--- src/rtl/psychic5_sound_pkg.sv ---
// Shared definitions for the Psychic 5 sound post-filter: FSM states,
// saturation bounds and the clamp helper used by the shared datapath.
package psychic5_sound_pkg;

  typedef enum logic [2:0] {
    ST_IDLE,
    ST_HPF,
    ST_LP1,
    ST_LP2,
    ST_OUT
  } snd_state_t;

  localparam int CLAMP_W = 48;
  localparam logic signed [CLAMP_W-1:0] SAT_HI = 48'sd32767;
  localparam logic signed [CLAMP_W-1:0] SAT_LO = -48'sd32768;

  // Bounds scale with the fractional width so callers only size-cast the result.
  function automatic logic signed [CLAMP_W-1:0] sat_clamp(
    input logic signed [CLAMP_W-1:0] v,
    input int unsigned               frac
  );
    logic signed [CLAMP_W-1:0] hi;
    logic signed [CLAMP_W-1:0] lo;
    logic signed [CLAMP_W-1:0] r;
    hi = SAT_HI <<< frac;
    lo = SAT_LO <<< frac;
    r  = v;
    if (v > hi) r = hi;
    if (v < lo) r = lo;
    return r;
  endfunction

endpackage

--- src/rtl/psychic5_sound_postfilter_sat_shiftacc.sv ---
// Shared shift-and-add stage: y = clamp(a + ((b - c) >>> s)).
module psychic5_sat_shiftacc
  import psychic5_sound_pkg::*;
#(
  parameter int W    = 26,
  parameter int FRAC = 8
) (
  input  logic signed [W-1:0] a,
  input  logic signed [W-1:0] b,
  input  logic signed [W-1:0] c,
  input  logic        [4:0]   s,
  output logic signed [W-1:0] y
);

  logic signed [W:0]         diff;
  logic signed [W:0]         diff_sh;
  logic signed [W+1:0]       sum;
  logic signed [CLAMP_W-1:0] wide;

  always_comb begin
    diff    = $signed({b[W-1], b}) - $signed({c[W-1], c});
    diff_sh = diff >>> s;
    sum     = $signed({{2{a[W-1]}}, a}) + $signed({diff_sh[W], diff_sh});
    wide    = {{(CLAMP_W-W-2){sum[W+1]}}, sum};
    y       = W'(sat_clamp(wide, FRAC));
  end

endmodule

--- src/rtl/psychic5_sound_postfilter.sv ---
// Sound output network model: DC-blocking high-pass then two one-pole
// low-pass stages, sequenced over one shared saturating shift-accumulator.
module psychic5_sound_postfilter
  import psychic5_sound_pkg::*;
#(
  parameter int HPF_SHIFT = 10,
  parameter int LPF_SHIFT = 2,
  parameter int FRAC      = 8
) (
  input  logic               i_EMU_MCLK,
  input  logic               i_EMU_INITRST_n,
  input  logic               i_SAMPLE_CEN_n,
  input  logic signed [15:0] i_SND_IN,
  input  logic               i_FILTER_EN,
  output logic signed [15:0] o_SND,
  output logic               o_SND_VALID,
  output logic               o_BUSY,
  output logic               o_OVERRUN
);

  localparam int W = 18 + FRAC;

  snd_state_t state, state_nxt;

  logic               strobe;
  logic signed [15:0] in_lat;
  logic               en_lat;
  logic signed [W-1:0] xs, x_prev, h_prev, l1, l2;
  logic signed [W-1:0] acc_a, acc_b, acc_c, acc_y;
  logic        [4:0]   acc_s;

  assign strobe = ~i_SAMPLE_CEN_n;
  assign xs     = {{(W-16-FRAC){in_lat[15]}}, in_lat, {FRAC{1'b0}}};
  assign o_BUSY = (state != ST_IDLE);

  always_ff @(posedge i_EMU_MCLK or negedge i_EMU_INITRST_n) begin
    if (!i_EMU_INITRST_n) state <= ST_IDLE;
    else                  state <= state_nxt;
  end

  always_comb begin
    state_nxt = state;
    case (state)
      ST_IDLE: if (strobe) state_nxt = ST_HPF;
      ST_HPF:  state_nxt = ST_LP1;
      ST_LP1:  state_nxt = ST_LP2;
      ST_LP2:  state_nxt = ST_OUT;
      ST_OUT:  state_nxt = ST_IDLE;
      default: state_nxt = ST_IDLE;
    endcase
  end

  // HPF is folded into a + ((b - c) >>> 0) with the leak pre-applied to a,
  // so h_prev >>> HPF_SHIFT keeps its own rounding instead of (-h_prev) >>> s.
  always_comb begin
    acc_a = l1;
    acc_b = h_prev;
    acc_c = l1;
    acc_s = 5'(LPF_SHIFT);
    case (state)
      ST_HPF: begin
        acc_a = h_prev - (h_prev >>> HPF_SHIFT);
        acc_b = xs;
        acc_c = x_prev;
        acc_s = '0;
      end
      ST_LP2: begin
        acc_a = l2;
        acc_b = l1;
        acc_c = l2;
      end
      default: ;
    endcase
  end

  psychic5_sat_shiftacc #(
    .W    (W),
    .FRAC (FRAC)
  ) u_acc (
    .a (acc_a),
    .b (acc_b),
    .c (acc_c),
    .s (acc_s),
    .y (acc_y)
  );

  always_ff @(posedge i_EMU_MCLK or negedge i_EMU_INITRST_n) begin
    if (!i_EMU_INITRST_n) begin
      in_lat      <= '0;
      en_lat      <= 1'b0;
      x_prev      <= '0;
      h_prev      <= '0;
      l1          <= '0;
      l2          <= '0;
      o_SND       <= '0;
      o_SND_VALID <= 1'b0;
      o_OVERRUN   <= 1'b0;
    end else begin
      o_SND_VALID <= 1'b0;
      if (strobe && state != ST_IDLE) o_OVERRUN <= 1'b1;
      case (state)
        ST_IDLE: begin
          if (strobe) begin
            in_lat <= i_SND_IN;
            en_lat <= i_FILTER_EN;
          end
        end
        ST_HPF: begin
          if (en_lat) begin
            x_prev <= xs;
            h_prev <= acc_y;
          end else begin
            x_prev <= '0;
            h_prev <= '0;
            l1     <= '0;
            l2     <= '0;
          end
        end
        ST_LP1: if (en_lat) l1 <= acc_y;
        ST_LP2: if (en_lat) l2 <= acc_y;
        ST_OUT: begin
          o_SND       <= en_lat ? l2[FRAC+15:FRAC] : in_lat;
          o_SND_VALID <= 1'b1;
        end
        default: ;
      endcase
    end
  end

endmodule

--- config.mk ---
export PLATFORM = sky130hd
export DESIGN_NAME = psychic5_sound_postfilter
export DESIGN_NICKNAME = d
export VERILOG_FILES = /design/src/rtl/psychic5_sound_pkg.sv /design/src/rtl/psychic5_sound_postfilter_sat_shiftacc.sv /design/src/rtl/psychic5_sound_postfilter.sv
export SDC_FILE = /design/constraint.sdc
export NUM_CORES = 1
export LEC_CHECK = 0
export BUFFER_PORTS_ARGS = -buffer_cell sky130_fd_sc_hd__buf_2
export CORE_MARGIN = 2
export CORE_UTILIZATION = 40
export DETAILED_ROUTE_END_ITERATION = 7
export PLACE_DENSITY = 0.56
export SLEW_MARGIN = 10
export SYNTH_ARGS = -nofsm -noshare
export SYNTH_HDL_FRONTEND = slang
export SYNTH_SLANG_ARGS = --single-unit
--- constraint.sdc ---
create_clock -name i_EMU_MCLK -period 18.35 [get_ports i_EMU_MCLK]
set_clock_uncertainty 0.2 [all_clocks]
set_input_delay 0.9175 -clock i_EMU_MCLK [delete_from_list [all_inputs] [get_ports i_EMU_MCLK]]
set_output_delay 0.9175 -clock i_EMU_MCLK [all_outputs]
set_load 0.005 [all_outputs]
# Yosys cells after proc, flatten, opt, wreduce, memory -nomap -nowiden
# Index checks and enable logic that the tools add are counted.
# W data, S select, Z words.
[totals]
register_bits = 142
output_inout_bits = 19
elab_cells = 49
input_bits = 20
[op_classes]
bitwise = 1
order_cmp = 2
shift = 1
n_mux = 16
reduce_logical = 8
add_sub_neg = 3
eq_ne = 8
[ops]
columns = ["op", "count"]
rows = [
  ["$pmux W26 S2", 5],
  ["$mux W26", 6],
  ["$add A26 B27 Y28", 1],
  ["$gt A28 B24 Y1 const B", 1],
  ["$lt A28 B24 Y1 const B", 1],
  ["$sshr A27 B2 Y27", 1],
  ["$sub A26 B26 Y27", 1],
  ["$sub A26 B16 Y26", 1],
  ["$mux W16", 1],
  ["$pmux W3 S4", 1],
  ["$ne A2 B2 Y1 const B", 4],
  ["$eq A3 B2 Y1 const B", 2],
  ["$reduce_and A3 Y1", 2],
  ["$reduce_bool A2 Y1", 2],
  ["$eq A3 B1 Y1 const B", 1],
  ["$eq A3 B3 Y1 const B", 1],
  ["$logic_not A3 Y1", 1],
  ["$mux W3", 1],
  ["$reduce_bool A3 Y1", 1],
  ["$mux W2", 1],
  ["$reduce_and A2 Y1", 1],
  ["$logic_and A1 B1 Y1", 1],
  ["$mux W1", 1],
  ["$not A1 Y1", 1],
]

# Longest topological paths before layout
# Gate-level depths: netlist (run 1).
[logic_depth]
ltp_word = 10
ltp_mapped = 32
depth_no_buf = 28

# By module
# Synthesis (run 1) repeated with hierarchy kept, for this count alone.
[hier_totals]
hier_cells = 1701
area_unflattened_um2 = 13533.0
[modules_own_cells]
columns = ["module", "seq_area_each_um2", "n_inst", "area_each_um2", "cells_per_inst"]
rows = [
  ["psychic5_sound_postfilter", 3303.2, 1, 7912.6, 880],
  ["psychic5_sat_shiftacc", 0.0, 1, 5620.4, 821],
]

# Least setup slack after synthesis (run 1)
# Ideal clock, no wire load.
[synth_path]
path_type = "reg2reg"
start = "reg state[1]"
end = "reg h_prev[15]"
arrival_ps = 6095
path_slack_ps = 11973
setup_time_ps = 82
path_buffers = 5
path_stages_with_launch = 29
period_less_slack_ps = 6377
path_cell_list = "dfrtp_1 -> buf_1 -> clkbuf_1 -> clkbuf_1 -> mux2i_1 -> o21ai_0 -> ha_1 -> a21o_1 -> a21oi_1 -> o221ai_1 -> o21ai_0 -> a21oi_1 -> a31oi_1 -> nor2_1 -> nor3_1 -> xnor2_1 -> o21ai_0 -> ha_1 -> inv_1 -> o21bai_1 -> a21o_1 -> or3_1 -> o22ai_2 -> nand2_2 -> a2111o_1 -> a21o_1 -> buf_6 -> buf_6 -> o22ai_2"
[synth_between]
elab_chain_len = 9
[synth_lines]
columns = ["element", "line", "rtl"]
rows = [
  ["start: declaration", "psychic5_sound_postfilter.sv:23", "snd_state_t state, state_nxt;"],
  ["start signal: assignment", "psychic5_sound_postfilter.sv:38", "else state <= state_nxt;"],
  ["$eq A3 B2 Y1 / $eq A3 B1 Y1 (equally long branches)", "psychic5_sound_postfilter.sv:60, psychic5_sound_postfilter.sv:101", ""],
  ["$pmux W26 S2", "psychic5_sound_postfilter.sv:60", "case (state)"],
  ["$sub A26 B26 Y27", "psychic5_sound_postfilter_sat_shiftacc.sv:21", "diff = $signed({b[W-1], b}) - $signed({c[W-1], c});"],
  ["$sshr A27 B2 Y27", "psychic5_sound_postfilter_sat_shiftacc.sv:22", "diff_sh = diff >>> s;"],
  ["$add A26 B27 Y28", "psychic5_sound_postfilter_sat_shiftacc.sv:23", "sum = $signed({{2{a[W-1]}}, a}) + $signed({diff_sh[W], diff_sh});"],
  ["$gt A28 B24 Y1", "psychic5_sound_pkg.sv:28", "if (v > hi) r = hi;"],
  ["$mux W26", "psychic5_sound_pkg.sv:28", ""],
  ["$mux W26", "psychic5_sound_pkg.sv:29", "if (v < lo) r = lo;"],
  ["$mux W26", "psychic5_sound_postfilter.sv:109", "if (en_lat) begin"],
  ["end signal: assignment", "psychic5_sound_postfilter.sv:111", "h_prev <= acc_y;"],
  ["end: declaration", "psychic5_sound_postfilter.sv:28", "logic signed [W-1:0] xs, x_prev, h_prev, l1, l2;"],
]
# Parallel ways exist; a longest one is shown, timed or not.
# A chain may end at the register's enable or synchronous reset.

# Worst setup path after layout (run 1)
[layout_path]
start = "reg state[0]"
end = "reg l2[8]"
[layout_between]
elab_chain_len = 10
[layout_lines]
columns = ["element", "line", "rtl"]
rows = [
  ["$eq A3 B2 Y1 / $eq A3 B1 Y1 (equally long branches)", "psychic5_sound_postfilter.sv:60, psychic5_sound_postfilter.sv:101", ""],
  ["$pmux W26 S2", "psychic5_sound_postfilter.sv:60", ""],
  ["$sub A26 B26 Y27", "psychic5_sound_postfilter_sat_shiftacc.sv:21", ""],
  ["$sshr A27 B2 Y27", "psychic5_sound_postfilter_sat_shiftacc.sv:22", ""],
  ["$add A26 B27 Y28", "psychic5_sound_postfilter_sat_shiftacc.sv:23", ""],
  ["$gt A28 B24 Y1", "psychic5_sound_pkg.sv:28", ""],
  ["$mux W26", "psychic5_sound_pkg.sv:28", ""],
  ["$mux W26", "psychic5_sound_pkg.sv:29", ""],
  ["$mux W26", "psychic5_sound_postfilter.sv:120", "ST_LP2: if (en_lat) l2 <= acc_y;"],
  ["$pmux W26 S2", "psychic5_sound_postfilter.sv:101", "case (state)"],
  ["end signal: assignment", "psychic5_sound_postfilter.sv:120", ""],
  ["end: declaration", "psychic5_sound_postfilter.sv:28", ""],
]
# Parallel ways exist; a longest one is shown, timed or not. The select of a mux whose other input is x is not followed.

==> results of run 1 <==
routing by layer:
layer | track usage [%] | up-vias
met5 | 0 | -
met4 | 9.22 | 0
met3 | 3.65 | 57
met2 | 42.1 | 284
met1 | 35.1 | 4960
li1 | - | 4955
synthesized netlist by cell type, types with 4 or more instances:
cell type,count
o31ai_2,8
and2_1,10
o21bai_1,10
o22ai_2,11
a22o_1,6
xnor2_1,33
inv_1,58
buf_1,15
nand4_1,11
mux2i_1,39
a211oi_1,13
a21o_1,26
o31ai_1,8
a21boi_0,5
and3_1,10
a31oi_1,9
dfrtp_1,132
o221ai_1,17
buf_2,8
clkbuf_1,43
nand2b_1,13
nor2b_1,14
nor2_1,94
o22ai_1,8
o21ai_1,18
nor3_1,29
o21ai_0,151
nor3b_1,5
mux2_2,17
nand2_1,159
o21a_1,30
o211ai_1,7
buf_6,4
nand3_1,42
a32o_1,6
a21oi_1,117
ha_1,78
or3_1,5
xor2_1,28
a31o_2,4
cells by family after synthesis:
kind of cell    count (synthesis)
mux                            57
compound gates                486
xor+xnor                       61
buf+inv                       131
fa+ha+maj                      81
flops                         132
simple gates                  412
worst max-delay path by stage:
stage | slack (ns) | depth (start not counted) | end | from
after floorplan | 11.97 | 28 | h_prev[15] | state[1]
after global placement | 10.74 | 27 | h_prev[0] | state[0]
after detailed placement | 10.72 | 28 | h_prev[0] | state[0]
after CTS | 10.69 | 28 | h_prev[0] | state[0]
after global routing | 9.80 | 26 | l2[10] | state[0]
final | 10.50 | 27 | l2[8] | state[0]
cell type report:
cell class | instances | area (µm²)
Inverter | 58 | 218
Tap cell | 372 | 465
Fill cell | 2696 | 14900
Sequential cell | 132 | 3310
Timing Repair Buffer | 51 | 294
Clock buffer | 17 | 425
Multi-Input combinational cell | 1097 | 7260
Clock inverter | 15 | 181
sequential cells by signal, indices dropped and copies added, names as in the netlist:
signal       count
x_prev          16
en_lat           1
o_SND           16
o_SND_VALID      1
l1              26
o_OVERRUN        1
in_lat          16
l2              26
h_prev          26
state            3
metrics by stage:
step | utilization, % | cells | worst slack, ns
after global routing | 44.8 | 1742 | 9.80
after detailed placement | 42.6 | 1710 | 10.72
after floorplan | - | 1360 | 11.97
after global placement | 42.6 | 1710 | 10.74
after CTS | 44.8 | 1742 | 10.69
final | 44.8 | 1742 | 10.50
critical path: cells and delay by family, from the launching register on:
family | cells | cell delay, ns
AO/OA/AOI/OAI | 14 | 4.05
XOR/XNOR | 1 | 0.40
adder cells (fa/ha/maj) | 3 | 0.98
buffers and inverters | 2 | 0.58
flip-flops | 1 | 0.47
AND/OR/NAND/NOR | 7 | 0.96
==> results.json, run 1 <==
{
  "status": "finished, final reports clean",
  "hold_start": "x_prev[21]",
  "syn_area_um2": 11100,
  "synth_top_flop_cell": "dfrtp_1",
  "core_um2": 27100,
  "max_slew.worst_pin.slew_ns": 1.25,
  "cts_buffer_depth": 2,
  "vias": 10300,
  "cp_slowest_cell": "o21ai_2",
  "mostFrequentLayoutCell": "nand2_1",
  "via_per_inst": 5.89,
  "worstPathRequired_ns": 18.40,
  "syn-num-nets": 1461,
  "drc": 0,
  "slowest_delay_ns": 0.96,
  "hold_viol": 0,
  "finalCritPeriodShare_pct": 42.8,
  "maxSlewViolCount": 0,
  "clock_sinks": 132,
  "mostFrequentLayoutCells": "nand2_1, o21ai_0, dfrtp_1",
  "dr.max_layer_used": "met4",
  "setup_viol": 0,
  "synth-edff-count": 0,
  "cp-end-kind": "flop",
  "r2r_end": "l2[8]",
  "muxShareOfSynthArea_pct": 5.38,
  "synthAdderAreaFrac_pct": 9.35,
  "critPathKind": "flop to flop",
  "syn_inst": 1360,
  "path_max_fanout": 58,
  "post_cts_resize_count": 0,
  "layout-drive-gt1-share_pct": 10.7,
  "antenna_found_initial": 0,
  "yosys.area_share.simple_pct": 17.4,
  "synth_compound_area_share_pct": 28.4,
  "place_congestion": 0.950,
  "clock.fmax_ghz": 0.127,
  "fp-row-count": 60,
  "gr-usage-all-layers_pct": 25.9,
  "post_drt_wl_per_cell_um": 20.9,
  "die-height_um": 170,
  "tns_ns": 0,
  "fin_crit_ns": 7.85,
  "slew_headroom_pct": 16.8,
  "die_x_um": 170,
  "whs_endpoint": "x_prev[21]",
  "io_buffers": 38,
  "synthTopCellsByArea": "dfrtp_1, ha_1, o21ai_0, nand2_1, a21oi_1",
  "route.met2.wl_um": 17000,
  "cts_tree": "done",
  "cts_root_buffer": "clkbuf_16",
  "rsz0062_at_grt": "false",
  "numCtsBuffers": 17,
  "reg2reg_slack_ns": 10.50,
  "hold_depth": 2,
  "dr.first_iter.drc_count": 775,
  "start_util_pct": 40.9,
  "post-route-cell-area_um2": 12200,
  "whs_ns": 0.273,
  "clk_pin_slew_ns": 0.06,
  "synth_xor_area_share_pct": 4.82,
  "clock_latency_ns": 0.44,
  "synth_async_sr_flop_share_pct": 100,
  "syn_avg_cell_area_um2": 8.14,
  "detailed_place_hpwl_um": 27700,
  "syn2layout_area_growth_pct": 9.72,
  "firstDrtPassIters": 5,
  "r2r_cells": 27,
  "ys_seq_area_share_pct": 29.8,
  "grt_pass1_vias": 9862,
  "ys_ff_latch": 132,
  "cp_common_cell": "a21oi_1",
  "maxCapViolCount": 0,
  "synth_top_area_share_pct": 29.8,
  "num_io_pins": 39,
  "grt_max_degree": 84,
  "synth_top_cell_by_area": "dfrtp_1",
  "met1_length_um": 16700,
  "yosys_warnings": 0,
  "grt_pass1_wl_um": 57400,
  "route.antenna.remaining_nets": 0,
  "synth_top_family_by_area": "compound AO/OA/AOI/OAI gates",
  "h-tree-depth": 4,
  "met3_length_um": 1670,
  "crit_arrival_ns": 7.90,
  "place_area_um2": 11500,
  "hp-class": "flop to flop",
  "synth_cell_types": 82,
  "wirelength_um": 36500,
  "fin_nets": 1458,
  "antenna_cells": 0,
  "start_kind": "flop",
  "cts_hold_buf": 0,
  "grt-ovfl-total": 0,
  "post-cts-setup-buffer-count": 0,
  "dieArea_um2": 29000,
  "r2r-start": "state[0]"
}
Power of run 1 is not shown: default switching activity piles up to over one toggle a cycle in this logic, so the estimate is an artifact.
==> run 2: changes to the inputs <==
--- a/config.mk
+++ b/config.mk
@@ -9,7 +9,7 @@
 export CORE_MARGIN = 2
 export CORE_UTILIZATION = 40
 export DETAILED_ROUTE_END_ITERATION = 7
-export PLACE_DENSITY = 0.56
+export PLACE_DENSITY = 0.58
 export SLEW_MARGIN = 10
 export SYNTH_ARGS = -nofsm -noshare
 export SYNTH_HDL_FRONTEND = slang
==> constraint.sdc (replaced) <==
create_clock -name i_EMU_MCLK -period 6.45 [get_ports i_EMU_MCLK]
set_clock_uncertainty 0.2 [all_clocks]
set_input_delay 0.3225 -clock i_EMU_MCLK [delete_from_list [all_inputs] [get_ports i_EMU_MCLK]]
set_output_delay 0.3225 -clock i_EMU_MCLK [all_outputs]
set_load 0.005 [all_outputs]
==> results.json, run 2 (synthesized netlist as in run 1, its figures left out) <==
{
  "antenna_found_initial": 0,
  "fin_crit_ns": 6.24,
  "dr.first_iter.drc_count": 996,
  "cts_buffer_depth": 2,
  "vias": 10800,
  "r2r_cells": 25,
  "gr-usage-all-layers_pct": 26.5,
  "worstPathRequired_ns": 6.58,
  "post-route-util_pct": 49.9,
  "cp-end-kind": "flop",
  "place_congestion": 0.943,
  "clock_latency_ns": 0.44,
  "layout-drive-gt1-share_pct": 20.1,
  "grt_pass1_vias": 10200,
  "finalCritPeriodShare_pct": 96.7,
  "cts_tree": "done",
  "status": "finished, final reports clean",
  "core_um2": 27100,
  "drc": 0,
  "cp_slowest_cell": "dfrtp_1",
  "h-tree-depth": 4,
  "maxCapViolCount": 0,
  "fp-row-count": 60,
  "slew_headroom_pct": 25.2,
  "grt_pass1_wl_um": 58500,
  "io_buffers": 38,
  "cts_root_buffer": "clkbuf_16",
  "mostFrequentLayoutCell": "nand2_1",
  "num_io_pins": 39,
  "clock_sinks": 132,
  "hp-class": "primary input to flop",
  "detailed_place_hpwl_um": 28900,
  "grt_max_degree": 92,
  "whs_ns": 0.0710,
  "setup_viol": 0,
  "syn2layout_area_growth_pct": 22.0,
  "die_x_um": 170,
  "clk_pin_slew_ns": 0.07,
  "top_regs": "h_prev: 26 flops, l1: 26 flops, l2: 26 flops",
  "start_kind": "flop",
  "die-height_um": 170,
  "cp-startpoint": "h_prev[10]",
  "post_drt_wl_per_cell_um": 21.0,
  "dieArea_um2": 29000,
  "via_per_inst": 5.82,
  "critPathKind": "flop to flop",
  "numCtsBuffers": 17,
  "r2r-start": "h_prev[10]",
  "route.antenna.remaining_nets": 0,
  "crit_arrival_ns": 6.36,
  "maxSlewViolCount": 0,
  "max_slew.worst_pin.slew_ns": 1.12,
  "grt-ovfl-total": 0,
  "wirelength_um": 38800,
  "antenna_cells": 0,
  "start_util_pct": 40.9,
  "mostFrequentLayoutCells": "nand2_1, o21ai_0, dfrtp_1",
  "firstDrtPassIters": 5,
  "fin_cells": 1852,
  "reg2reg_slack_ns": 0.21,
  "slowest_delay_ns": 0.47,
  "hold_depth": 3,
  "hold_viol": 0,
  "numPlacedInstances": 1775,
  "r2r_end": "l1[7]",
  "hold_start": "i_SAMPLE_CEN_n",
  "whs_endpoint": "o_OVERRUN",
  "path_max_fanout": 5,
  "clock.fmax_ghz": 0.160,
  "fin_nets": 1568
}
## run 2: layout make-up
cell class / instances / area [µm²]
fillers: 2623 / 13600
well taps: 372 / 465
inverters: 58 / 218
multi-input cells: 1097 / 7570
clock inverters: 13 / 173
clock buffers: 19 / 443
flip-flops and latches: 132 / 3310
repair buffers: 161 / 1330
## run 2: metrics by stage
| step | setup TNS, ns | cell area, µm² | worst slack [ns] |
|---|---|---|---|
| finish | 0 | 13500 | 0.213 |
| global route | -1.26 | 13500 | -0.0690 |
| CTS | 0 | 12900 | 0.0476 |
| detailed placement | -0.455 | 12100 | -0.0518 |
| global placement | 0 | 12100 | 0.0432 |
| floorplan | 0 | 11100 | 0.0728 |
## run 2: worst max path at each step
stage,endpoint,cells past startpoint
after floorplan,h_prev[15],28
after global routing,l2[2],32
final,l1[7],25
after CTS,h_prev[7],30
after global placement,h_prev[10],28
after detailed placement,h_prev[7],27
## run 2: critical path: cells and delay by family (launching register included)
| kind | cells | cell delay (ns) |
|---|---|---|
| AOI/OAI and AO/OA | 13 | 2.97 |
| and+or+nand+nor | 6 | 1.11 |
| adders and majority gates | 3 | 0.97 |
| DFF | 1 | 0.47 |
| buffers and inverters | 2 | 0.20 |
| xor gates and xnor gates | 1 | 0.20 |
## run 2: what timing repair did
item / 4_1_cts / 5_1_grt
endpoints found under the hold margin: 107 / 0
endpoints found under the setup margin: 40 / 72
gates cloned: 0 / 5
buffers inserted: 0 / 23
pin swaps: 0 / 46
gates resized for setup: 7 / 87
hold buffers: 18 / 0
## run 2: routing by layer
layer | vias to the layer above | track usage, % | part of all wire [%]
li1 | 5162 | - | -
met1 | 5241 | 35.2 | 44
met2 | 323 | 43.9 | 48
met3 | 60 | 3.56 | 4.9
met4 | 0 | 9.81 | 3.2
met5 | - | 0 | 0
Power of run 2 is left out for the same reason.
==> run 3: changes to the inputs <==
--- a/config.mk
+++ b/config.mk
@@ -5,11 +5,12 @@
 export SDC_FILE = /design/constraint.sdc
 export NUM_CORES = 1
 export LEC_CHECK = 0
+export ABC_CLOCK_PERIOD_IN_PS = 6450
 export BUFFER_PORTS_ARGS = -buffer_cell sky130_fd_sc_hd__buf_2
 export CORE_MARGIN = 2
 export CORE_UTILIZATION = 40
 export DETAILED_ROUTE_END_ITERATION = 7
-export PLACE_DENSITY = 0.58
+export PLACE_DENSITY_LB_ADDON = 0.05
 export SLEW_MARGIN = 10
 export SYNTH_ARGS = -nofsm -noshare
 export SYNTH_HDL_FRONTEND = slang
==> results.json, run 3 (synthesized netlist as in run 1, its figures left out) <==
{
  "start_kind": "flop",
  "clock_sinks": 132,
  "cp_slowest_cell": "a2111o_1",
  "grt_max_degree": 74,
  "route.antenna.remaining_nets": 0,
  "numCtsBuffers": 17,
  "setup_viol": 0,
  "fp-row-count": 60,
  "setup_ws_ns": 0.202,
  "gr-usage-all-layers_pct": 27.7,
  "fin_crit_ns": 6.25,
  "io_buffers": 38,
  "max_slew.worst_pin.slew_ns": 1.17,
  "top_regs": "h_prev: 26 flops, l1: 26 flops, l2: 26 flops",
  "post_drt_wl_per_cell_um": 20.9,
  "whs_ns": 0.0329,
  "firstDrtPassIters": 5,
  "start_util_pct": 40.9,
  "via_per_inst": 5.69,
  "fin_nets": 1605,
  "post-route-cell-area_um2": 13600,
  "layout-drive-gt1-share_pct": 21.4,
  "place_congestion": 0.923,
  "path_max_fanout": 26,
  "cts_tree": "done",
  "antenna_cells": 0,
  "critPathKind": "flop to flop",
  "clock.fmax_ghz": 0.160,
  "grt_pass1_wl_um": 60900,
  "status": "finished, final reports clean",
  "mostFrequentLayoutCells": "nand2_1, o21ai_0, buf_4",
  "crit_arrival_ns": 6.41,
  "fillers": 2677,
  "dr.first_iter.drc_count": 824,
  "place_area_um2": 12400,
  "dieArea_um2": 29000,
  "num_io_pins": 39,
  "slew_headroom_pct": 21.8,
  "slowest_delay_ns": 0.57,
  "grt-ovfl-total": 0,
  "grt_pass1_vias": 10500,
  "cts_root_buffer": "clkbuf_16",
  "maxSlewViolCount": 0,
  "drc": 0,
  "cts_buffer_depth": 2,
  "finalCritPeriodShare_pct": 96.9,
  "syn2layout_area_growth_pct": 22.7,
  "antenna_found_initial": 0,
  "wirelength_um": 39500,
  "h-tree-depth": 4,
  "core_um2": 27100,
  "detailed_place_hpwl_um": 30600,
  "cp-end-kind": "flop",
  "worstPathRequired_ns": 6.61,
  "pre_cts_slack_ns": -0.112,
  "mostFrequentLayoutCell": "nand2_1",
  "vias": 10700,
  "hold_viol": 0,
  "rsz0062_at_grt": "true",
  "clock_latency_ns": 0.43,
  "die_x_um": 170,
  "hp-class": "primary input to flop",
  "clk_pin_slew_ns": 0.07,
  "post-route-util_pct": 50.2,
  "die-height_um": 170,
  "maxCapViolCount": 0,
  "cp_common_cell": "buf_4"
}
==> run 3: cell types whose count changed in the layout (fill, tap and decap cells not counted), moves of 3 or more <==
cell       change
buf_4         +41
ha_1           +5
a21oi_2        +4
clkbuf_16      -4
ha_4           -4
o21ai_1        +4
a21oi_1        -3
clkinv_4       +3
==> run 3: metrics by stage <==
step | TNS, ns | instances
2_1_floorplan | 0 | 1360
3_3_place_gp | -1.09 | 1815
3_5_place_dp | -3.06 | 1815
4_1_cts | 0 | 1866
5_1_grt | -0.304 | 1889
6_report | 0 | 1889
==> run 3: worst paths after layout <==
kind	from	to	slack (ns)	depth (start not counted)
max reg2reg	state[0]	h_prev[7]	0.20	29
min	i_SAMPLE_CEN_n	o_OVERRUN	0.03	3
max	state[0]	h_prev[7]	0.20	29
max in group asynchronous	i_EMU_INITRST_n	h_prev[10]	4.41	3
min reg2reg	o_OVERRUN	o_OVERRUN	0.27	1
min in group asynchronous	i_EMU_INITRST_n	o_SND[15]	0.27	2
==> run 3: routing by layer <==
metal  global-route usage (%)  routed length [µm]  share of wire (%)  vias to the layer above
met4                     11.3                1470                3.7                        0
met2                     46.9               18900                 48                      264
met5                        0                   0                  0                        -
li1                         -                   -                  -                     5223
met3                     4.35                1720                4.4                       63
met1                     35.2               17400                 44                     5195
==> run 3: critical path: cells and delay by family, from the launching register on <==
kind	cells	cell delay, ns
buffers and inverters	7	1.20
adders and majority gates	2	0.59
muxes	1	0.11
xor gates and xnor gates	1	0.22
DFF	1	0.40
and+or+nand+nor	6	0.84
AOI/OAI and AO/OA	12	2.59
==> run 3: final cells by class <==
cell class	instances	area, µm²	area share, %
inverters	58	218	1.60
clock buffers	19	443	3.26
flip-flops and latches	132	3310	24.3
well taps	372	465	3.42
repair buffers	198	1540	11.4
clock inverters	13	128	0.939
multi-input cells	1097	7490	55.1
==> run 3: repair_timing <==
action                     in CTS  in global routing
gates resized for setup         3                 73
hold buffers                   18                  0
setup endpoints to repair      46                 69
setup buffers                   1                 25
pin swaps                       2                 43
hold endpoints to repair       89                  0
Power of run 3 is left out for the same reason.
